**src/rtl/load_ext_unit_if.sv**
```systemverilog
// Bus bundle for load_ext_unit: load issue, bus response, flush and writeback signals.
// The master side issues loads and returns bus data; the slave side is the load unit.
interface load_ext_unit_if;
    logic        req_valid;
    logic        req_ready;
    logic [2:0]  req_loadop;
    logic [1:0]  req_addr_lo;
    logic [4:0]  req_wreg;
    logic [31:0] req_rt;
    logic        flush;
    logic        resp_valid;
    logic [31:0] resp_rdata;
    logic        wb_valid;
    logic [31:0] wb_data;
    logic [4:0]  wb_wreg;
    logic [3:0]  pending;
    logic        err_unexpected;

    modport master (
        output req_valid, req_loadop, req_addr_lo, req_wreg, req_rt,
               flush, resp_valid, resp_rdata,
        input  req_ready, wb_valid, wb_data, wb_wreg, pending, err_unexpected
    );

    modport slave (
        input  req_valid, req_loadop, req_addr_lo, req_wreg, req_rt,
               flush, resp_valid, resp_rdata,
        output req_ready, wb_valid, wb_data, wb_wreg, pending, err_unexpected
    );
endinterface

```
**src/rtl/load_ext_unit.sv**
```systemverilog
// In-order tracker for outstanding data-bus loads: matches each response to its request,
// applies byte/half extension or LWL/LWR merging, and registers the writeback.
module load_ext_unit #(
    parameter int DEPTH = 2
) (
    input  logic            clk,
    input  logic            rst,
    load_ext_unit_if.slave  bus
);

    localparam int         PTR_W   = $clog2(DEPTH);
    localparam logic [3:0] DEPTH_C = 4'(DEPTH);

    typedef enum logic [2:0] {
        OP_LW  = 3'b000,
        OP_LB  = 3'b001,
        OP_LBU = 3'b010,
        OP_LH  = 3'b011,
        OP_LHU = 3'b100,
        OP_LWL = 3'b101,
        OP_LWR = 3'b110,
        OP_RSV = 3'b111
    } loadop_e;

    typedef struct packed {
        logic [2:0]  loadop;
        logic [1:0]  addr_lo;
        logic [4:0]  wreg;
        logic [31:0] rt;
    } entry_t;

    entry_t             entries_q [DEPTH];
    logic [DEPTH-1:0]   killed_q, killed_d;
    logic [PTR_W-1:0]   rd_ptr_q, rd_ptr_d;
    logic [PTR_W-1:0]   wr_ptr_q, wr_ptr_d;
    logic [3:0]         count_q, count_d;
    logic               wb_valid_q, wb_valid_d;
    logic [31:0]        wb_data_q, wb_data_d;
    logic [4:0]         wb_wreg_q, wb_wreg_d;
    logic               err_q, err_d;

    logic   push, pop;
    entry_t head;

    // Distance of slot idx from the read pointer, wrapping modulo DEPTH.
    function automatic logic [PTR_W-1:0] slot_offset(input int idx, input logic [PTR_W-1:0] rd);
        return PTR_W'(idx) - rd;
    endfunction

    function automatic logic [31:0] extend(input logic [2:0] op, input logic [1:0] a,
                                           input logic [31:0] rt, input logic [31:0] rd);
        logic [7:0]  b;
        logic [15:0] h;
        logic [31:0] res;
        case (a)
            2'd0:    b = rd[7:0];
            2'd1:    b = rd[15:8];
            2'd2:    b = rd[23:16];
            default: b = rd[31:24];
        endcase
        h = a[1] ? rd[31:16] : rd[15:0];
        case (loadop_e'(op))
            OP_LB:   res = {{24{b[7]}}, b};
            OP_LBU:  res = {24'd0, b};
            OP_LH:   res = {{16{h[15]}}, h};
            OP_LHU:  res = {16'd0, h};
            OP_LWL: begin
                case (a)
                    2'd0:    res = {rd[7:0],  rt[23:0]};
                    2'd1:    res = {rd[15:0], rt[15:0]};
                    2'd2:    res = {rd[23:0], rt[7:0]};
                    default: res = rd;
                endcase
            end
            OP_LWR: begin
                case (a)
                    2'd0:    res = rd;
                    2'd1:    res = {rt[31:24], rd[31:8]};
                    2'd2:    res = {rt[31:16], rd[31:16]};
                    default: res = {rt[31:8],  rd[31:24]};
                endcase
            end
            default: res = rd; // LW and the reserved encoding
        endcase
        return res;
    endfunction

    // The ready term deliberately ignores a same-cycle pop to keep it off the response path.
    assign bus.req_ready = (count_q < DEPTH_C) && !bus.flush;
    assign push          = bus.req_valid && bus.req_ready;
    assign pop           = bus.resp_valid && (count_q != 4'd0);
    assign head          = entries_q[rd_ptr_q];

    // NOTE: every always_comb output gets a default first so no path leaves it unassigned,
    // which would otherwise infer a latch.
    always_comb begin
        rd_ptr_d   = rd_ptr_q;
        wr_ptr_d   = wr_ptr_q;
        count_d    = count_q;
        killed_d   = killed_q;
        wb_valid_d = 1'b0;
        wb_data_d  = wb_data_q;
        wb_wreg_d  = wb_wreg_q;
        err_d      = err_q | (bus.resp_valid && (count_q == 4'd0));

        if (push) wr_ptr_d = wr_ptr_q + PTR_W'(1);
        if (pop)  rd_ptr_d = rd_ptr_q + PTR_W'(1);
        case ({push, pop})
            2'b10:   count_d = count_q + 4'd1;
            2'b01:   count_d = count_q - 4'd1;
            default: count_d = count_q;
        endcase

        for (int i = 0; i < DEPTH; i++) begin
            if (bus.flush && (4'(slot_offset(i, rd_ptr_q)) < count_q)) killed_d[i] = 1'b1;
            if (push && (wr_ptr_q == PTR_W'(i)))                       killed_d[i] = 1'b0;
        end

        // A flush in the popping cycle kills that entry's writeback as well.
        if (pop && !killed_q[rd_ptr_q] && !bus.flush) begin
            wb_valid_d = 1'b1;
            wb_data_d  = extend(head.loadop, head.addr_lo, head.rt, bus.resp_rdata);
            wb_wreg_d  = head.wreg;
        end
    end

    // NOTE: sequential state uses non-blocking assignments so every register samples
    // pre-edge values regardless of statement order.
    always_ff @(posedge clk) begin
        if (rst) begin
            rd_ptr_q   <= '0;
            wr_ptr_q   <= '0;
            count_q    <= 4'd0;
            killed_q   <= '0;
            wb_valid_q <= 1'b0;
            wb_data_q  <= 32'd0;
            wb_wreg_q  <= 5'd0;
            err_q      <= 1'b0;
        end else begin
            rd_ptr_q   <= rd_ptr_d;
            wr_ptr_q   <= wr_ptr_d;
            count_q    <= count_d;
            killed_q   <= killed_d;
            wb_valid_q <= wb_valid_d;
            wb_data_q  <= wb_data_d;
            wb_wreg_q  <= wb_wreg_d;
            err_q      <= err_d;
        end
    end

    // NOTE: the entry payload is left unreset; an entry is only read after it has been
    // written, and the occupancy count already guards against stale contents.
    always_ff @(posedge clk) begin
        if (push) begin
            entries_q[wr_ptr_q] <= '{loadop:  bus.req_loadop,
                                     addr_lo: bus.req_addr_lo,
                                     wreg:    bus.req_wreg,
                                     rt:      bus.req_rt};
        end
    end

    assign bus.wb_valid       = wb_valid_q;
    assign bus.wb_data        = wb_data_q;
    assign bus.wb_wreg        = wb_wreg_q;
    assign bus.pending        = count_q;
    assign bus.err_unexpected = err_q;

endmodule

```
**src/flat_wrapper.sv**
```systemverilog
// flat-port wrapper written by rule: the top's interface ports become plain ports
module load_ext_unit_flat 
#(
    parameter int DEPTH = 2
)
  (clk, rst, bus_req_valid, bus_req_loadop, bus_req_addr_lo, bus_req_wreg, bus_req_rt, bus_flush, bus_resp_valid, bus_resp_rdata, bus_req_ready, bus_wb_valid, bus_wb_data, bus_wb_wreg, bus_pending, bus_err_unexpected);
  load_ext_unit_if bus_i ();
  input  logic clk;
  input  logic rst;
  input wire logic [$bits(bus_i.req_valid)-1:0] bus_req_valid;
  input wire logic [$bits(bus_i.req_loadop)-1:0] bus_req_loadop;
  input wire logic [$bits(bus_i.req_addr_lo)-1:0] bus_req_addr_lo;
  input wire logic [$bits(bus_i.req_wreg)-1:0] bus_req_wreg;
  input wire logic [$bits(bus_i.req_rt)-1:0] bus_req_rt;
  input wire logic [$bits(bus_i.flush)-1:0] bus_flush;
  input wire logic [$bits(bus_i.resp_valid)-1:0] bus_resp_valid;
  input wire logic [$bits(bus_i.resp_rdata)-1:0] bus_resp_rdata;
  output wire logic [$bits(bus_i.req_ready)-1:0] bus_req_ready;
  output wire logic [$bits(bus_i.wb_valid)-1:0] bus_wb_valid;
  output wire logic [$bits(bus_i.wb_data)-1:0] bus_wb_data;
  output wire logic [$bits(bus_i.wb_wreg)-1:0] bus_wb_wreg;
  output wire logic [$bits(bus_i.pending)-1:0] bus_pending;
  output wire logic [$bits(bus_i.err_unexpected)-1:0] bus_err_unexpected;
  assign bus_i.req_valid = bus_req_valid;
  assign bus_i.req_loadop = bus_req_loadop;
  assign bus_i.req_addr_lo = bus_req_addr_lo;
  assign bus_i.req_wreg = bus_req_wreg;
  assign bus_i.req_rt = bus_req_rt;
  assign bus_i.flush = bus_flush;
  assign bus_i.resp_valid = bus_resp_valid;
  assign bus_i.resp_rdata = bus_resp_rdata;
  assign bus_req_ready = bus_i.req_ready;
  assign bus_wb_valid = bus_i.wb_valid;
  assign bus_wb_data = bus_i.wb_data;
  assign bus_wb_wreg = bus_i.wb_wreg;
  assign bus_pending = bus_i.pending;
  assign bus_err_unexpected = bus_i.err_unexpected;
  load_ext_unit #(.DEPTH(DEPTH)) u_core (.clk(clk), .rst(rst), .bus(bus_i));
endmodule
```
**config.mk**
```make
export PLATFORM = sky130hd
export DESIGN_NAME = load_ext_unit_flat
export DESIGN_NICKNAME = d
export VERILOG_FILES = /design/src/rtl/load_ext_unit_if.sv /design/src/rtl/load_ext_unit.sv /design/src/flat_wrapper.sv
export SDC_FILE = /design/constraint.sdc
export NUM_CORES = 1
export LEC_CHECK = 0
export BUFFER_PORTS_ARGS = -buffer_cell sky130_fd_sc_hd__buf_4
export CORE_MARGIN = 3
export CORE_UTILIZATION = 60
export CTS_CLUSTER_SIZE = 20
export DETAILED_ROUTE_END_ITERATION = 8
export HOLD_SLACK_MARGIN = 0.1
export PLACE_DENSITY_LB_ADDON = 0.1
export SLEW_MARGIN = 30
export SYNTH_ARGS = -nofsm -noshare
export SYNTH_HDL_FRONTEND = slang
export SYNTH_SLANG_ARGS = --single-unit
export TNS_END_PERCENT = 50
```
**constraint.sdc**
```tcl
create_clock -name clk -period 10.1 [get_ports clk]
set_input_delay 0 -clock clk [delete_from_list [all_inputs] [get_ports clk]]
set_output_delay 0 -clock clk [all_outputs]
set_load 0.005 [all_outputs]
```
Yosys cells after proc, flatten, opt, wreduce, memory -nomap -nowiden
Memories as Yosys holds them, arrays and structs flattened. A register that Yosys moved wholly into a read port is not among the register bits.
Cells that the tools add are included.

word-level totals
  register bits = 47
  memory bits (writable) = 84
  word-level logic and storage cells = 63
  memories kept = 1

cells by class
  $add $sub $neg = 6
  order comparisons = 4
  eq/ne operators = 10
  mux-type cells = 13
  bitwise logic cells = 2
  reduce and logical (&&, ||, !) cells = 18

memories
  name              depth  width  read ports  clocked after memory_dff  write ports  RTL line             RTL
  u_core.entries_q  2      42     1           1                         1            load_ext_unit.sv:32  entry_t entries_q [DEPTH];

operators with widths
  kind                                                                  count
  32-bit case mux with 3 select lines                                   2
  32-bit case mux with 6 select lines                                   1
  8-bit case mux with 3 select lines                                    1
  16-bit 2-to-1 mux                                                     1
  1-bit logical AND                                                     10
  3-bit == test, second input constant                                  3
  1-bit by 4-bit < comparator with 1-bit output                         2
  4-bit case mux with 2 select lines                                    1
  1-bit 2-to-1 mux                                                      7
  3-bit by 2-bit == test with 1-bit output, second input constant       2
  4-bit by 1-bit adder with 4-bit output, second input constant         1
  2-bit by 1-bit == test with 1-bit output, second input constant       2
  2-bit == test, second input constant                                  2
  4-bit zero test                                                       1
  4-bit by 2-bit < comparator with 1-bit output, second input constant  1
  4-bit nonzero test                                                    1
  2-bit OR reduction                                                    2
  4-bit by 1-bit subtractor with 4-bit output, second input constant    1
  3-bit by 1-bit == test with 1-bit output, second input constant       1
  1-bit adder, second input constant                                    2
  1-bit zero test                                                       2
  2-bit zero test                                                       1
  1-bit by 2-bit < comparator with 1-bit output, second input constant  1
  2-bit nonzero test                                                    1
  other kinds (3)                                                       4

Depth between registers and ports, before layout
  depth after elaboration = 6
  mapped depth = 11
  gate-level depth less buffers = 9

Worst setup path before layout
OpenSTA, ideal clock, no wires.

  path kind = register to register
  from = register u_core.count_q[1], in the netlist u_core.bus.pending[1]
  to = memory u_core.entries_q[0][0] in the netlist's numbering (enable)
  setup time = 0.443 ns
  data arrival time = 2.942 ns
  setup slack = 6.715 ns
  cell stages (with the launch flop) = 5
  buffers on the path = 1
  clock period less this slack = 3.385 ns
  cell sequence = dfxtp_1 -> buf_2 -> nor4_1 -> nand2_1 -> nor2_1

between the ends
  cells in the longest elaborated chain, start to end = 5

RTL lines
  item                                           RTL line              RTL
  start, declared                                load_ext_unit.sv:36   logic [3:0] count_q, count_d;
  start signal, assigned                         load_ext_unit.sv:142  count_q <= count_d;
  4-bit by 2-bit < comparator with 1-bit output  load_ext_unit.sv:89   assign bus.req_ready = (count_q < DEPTH_C) && !bus.flush;
  1-bit logical AND                              load_ext_unit.sv:89
  named net bus_req_ready                        flat_wrapper.sv:18    output wire logic [$bits(bus_i.req_ready)-1:0] bus_req_ready;
  1-bit logical AND                              load_ext_unit.sv:90   assign push = bus.req_valid && bus.req_ready;
  1-bit 2-to-1 mux                               load_ext_unit.sv:154  if (push) begin
  1-bit 2-to-1 mux (implied by the code)         load_ext_unit.sv:155  entries_q[wr_ptr_q] <= '{loadop: bus.req_loadop,
  end, declared                                  load_ext_unit.sv:32

The timed path passes the listed nets, and every way through them passes these cells.

==> metrics.txt <==
CTS Buf Count 17; Die H between 100 and 150 um; Die X approximately 120 um; first drt pass iteration count 8; CTS Buffer Depth 2; worst path required time around 10,000 ps; CP max FO 57; xor/xnor cell area share of the yosys netlist less than 1%; # setup viols final 0; post-synthesis simple-gate area fraction a little over an eighth; area occupied by multi-input gates approximately 0.0039 mm^2; FP Rows 41; clk sinks roughly 130; CP Data Arrival Time slightly above 4000 ps; #FFs+latches synth 132; pwr dens 253 mW/mm^2; Post-CTS Setup Bufs 0; Max-slew headroom 32.5%; Reg power frac approximately 31%; area of the core 0.0127 mm^2; cells after synthesis 744; Clock Root Buffer clkbuf_16; Remaining Overflow, GRT 0; clock power share 25.7%; Yosys top cell by area edfxtp_1; DRC 1; Post-Syn Nets 826; Initial Util between 60% and 70%; vias per inst around 6.7; kind of critical path register to register; Yosys cell types between 70 and 80; Finished Cell Area between 0.01 and 0.015 mm^2; initial antenna violation count 0; Static Leak about 0.0037 uW; maximum vdd drop around 0.00021 V; Internal roughly 1500 uW; fin. max-slew vios 0; number of DRC markers in iteration 0 1,163; crit share post-route between 30% and 40%; Max Cap Violations 0; FF/Latch Area 0.00349 mm^2; Worst-path clk slew about 60 ps; sequential area share after synthesis ~45%; Setup TNS Final 0 ps; Detailed Place HPWL ~16,000 um; post-cts sizing count 0; Max Freq approximately 260 MHz; top cell type's share of synthesized area 32.4%; complex-gate fraction of the synthesized area about a quarter; worst path cell trace buf_4, mux2_2, o211a_1, nor2_1, a311o_1, a31oi_1, dlygate4sd3_1; Switching Fraction 40.5%; status finished, violations left; Gate power share approximately 44%; Mean Syn Cell Area between 10 and 15 um^2; CTS tree built; htree depth 4; gr usage total a little over a third; synthesis-to-layout area growth 28.9%; RSZ-0062 raised after global routing no; vias in the first global route around 7,300; clock latency on the worst-skew pair between 400 and 500 ps; Placed Area around 0.0086 mm^2; Die Area approximately 0.014 mm^2; Synth area leaders edfxtp_1, dfxtp_1, mux2i_1, nand2_1, nor2_1; # fillers 787; Adder-Cell Fraction of Synth Area less than 1%; CP Launch Type register; final wirelength around 26,000 um; gp weighted congestion between 0.9 and 1; Async S/R FF share, synth 0%; ANT nets after route 0; largest family of logic cells by synthesized area compound AO/OA/AOI/OAI gates; number of synthesized flops with an enable pin 84; Psw around 1000 uW; Slowest-stage cell, CP buf_4; largest net degree at the start of global routing a little under 60; most frequent cells in the layout buf_4, edfxtp_1, dlygate4sd3_1; CP Capture Type register; HP Class input port to register; Final #Nets between 900 and 1,000; Antenna diodes 0; Routed wire per std cell approximately 24 um; min cycle time layout 3820 ps; io pins between 100 and 150; vias post-DR around 7,400; worst slew pin tran around 1000 ps; Final Hold Fails 0; slowest stage delay, CP roughly 720 ps; Synth Cell Area 0.00779 mm^2; failing checks design-rule violations; Synth warnings 0; commonest non-fill, non-tap cell in the layout buf_4; multiplexer share of the synthesized area 10.7%; layout cells sized above 1 ~23%; top_reg_cell synth edfxtp_1; PortBufs between 100 and 150; Final Skew ~11 ps; first-pass GRT wire length about 40,000 um
## kinds of logic (layout without fill, tap and decap cells)
family / after synthesis / in the layout
xor gates and xnor gates: 6 / 6
DFF: 132 / 132
buffers and inverters: 84 / 263
adders and majority gates: 3 / 3
AOI/OAI and AO/OA: 240 / 240
and+or+nand+nor: 203 / 203
muxes: 76 / 76
## worst paths after layout
check,start,end,slack (ps),depth (start not counted)
worst max register to register,register,u_core.bus.wb_data[18],6280,7
worst max-delay path,register,u_core.bus.wb_data[18],6280,7
worst min register to register,u_core.bus.wb_data[14],u_core.bus.wb_data[14],510,2
worst min-delay path,bus_resp_rdata[26],u_core.bus.wb_data[26],130,3
## area by class of cell
cell class | count | share of cell area [%]
inverters | 20 | 0.822
clock buffers | 17 | 4.23
repair buffers | 211 | 17.8
well taps | 172 | 2.14
flip-flops and latches | 132 | 34.7
multi-input cells | 528 | 38.4
clock inverters | 15 | 1.91
## worst max-delay path: cells and delay by family, from the launching register on
family	cells	cell delay, ps
buffers and inverters	2	1330
DFF	1	680
and+or+nand+nor	1	680
AOI/OAI and AO/OA	3	500
muxes	1	440
## per-layer routing
layer / global-route usage [%] / vias up / wire, um
met5: 0 / - / 0
met4: 15.0 / 0 / 889
met3: 10.2 / 99 / 3070
met2: 57.0 / 563 / 12100
met1: 48.1 / 3491 / 9970
li1: - / 3234 / -
## stage by stage
| step | instances | hold WS [ps] | setup slack [ps] | utilization, % | power [uW] |
|---|---|---|---|---|---|
| 2_1_floorplan | 744 | 42.4 | 6710 | - | 1540 |
| 3_5_place_dp | 982 | 188 | 6720 | 68.0 | 1800 |
| 5_1_grt | 1095 | 110 | 6140 | 79.3 | 2640 |
| 3_3_place_gp | 981 | 185 | 6860 | 67.8 | 1770 |
| 6_report | 1095 | 126 | 6280 | 79.3 | 2540 |
| 4_1_cts | 1095 | 102 | 6300 | 79.2 | 2480 |
## state kept, by name (all words and copies together), names as in the netlist, named ones only
| register | cells |
|---|---|
| u_core.bus.wb_valid | 1 |
| u_core.killed_q | 2 |
| u_core.bus.pending | 4 |
| u_core.bus.wb_wreg | 5 |
| u_core.bus.err_unexpected | 1 |
| u_core.wr_ptr_q | 1 |
| u_core.entries_q | 84 |
| u_core.bus.wb_data | 32 |
| u_core.rd_ptr_q | 1 |
## power by group through the flow
stage / clock (uW) / combinational, uW / sequential (uW)
3_3_place_gp: 0 / 987 / 781
6_report: 652 / 1100 / 783
3_5_place_dp: 0 / 1020 / 787
5_1_grt: 679 / 1170 / 794
2_1_floorplan: 0 / 800 / 736
4_1_cts: 649 / 1060 / 777
## cell usage after synthesis, types with 18 or more instances
library cell,n
a211oi_1,18
buf_2,29
nor2_1,54
o211ai_1,25
inv_1,19
nand2_1,67
edfxtp_1,84
o21ai_0,27
dfxtp_1,48
clkbuf_1,18
mux2i_1,62
a21oi_1,40
## what timing repair did
action                     CTS  global route
hold endpoints to repair   122             0
hold buffers                81             0
setup endpoints to repair    0             0
No activity file was read; power rests on OpenSTA's default activity.
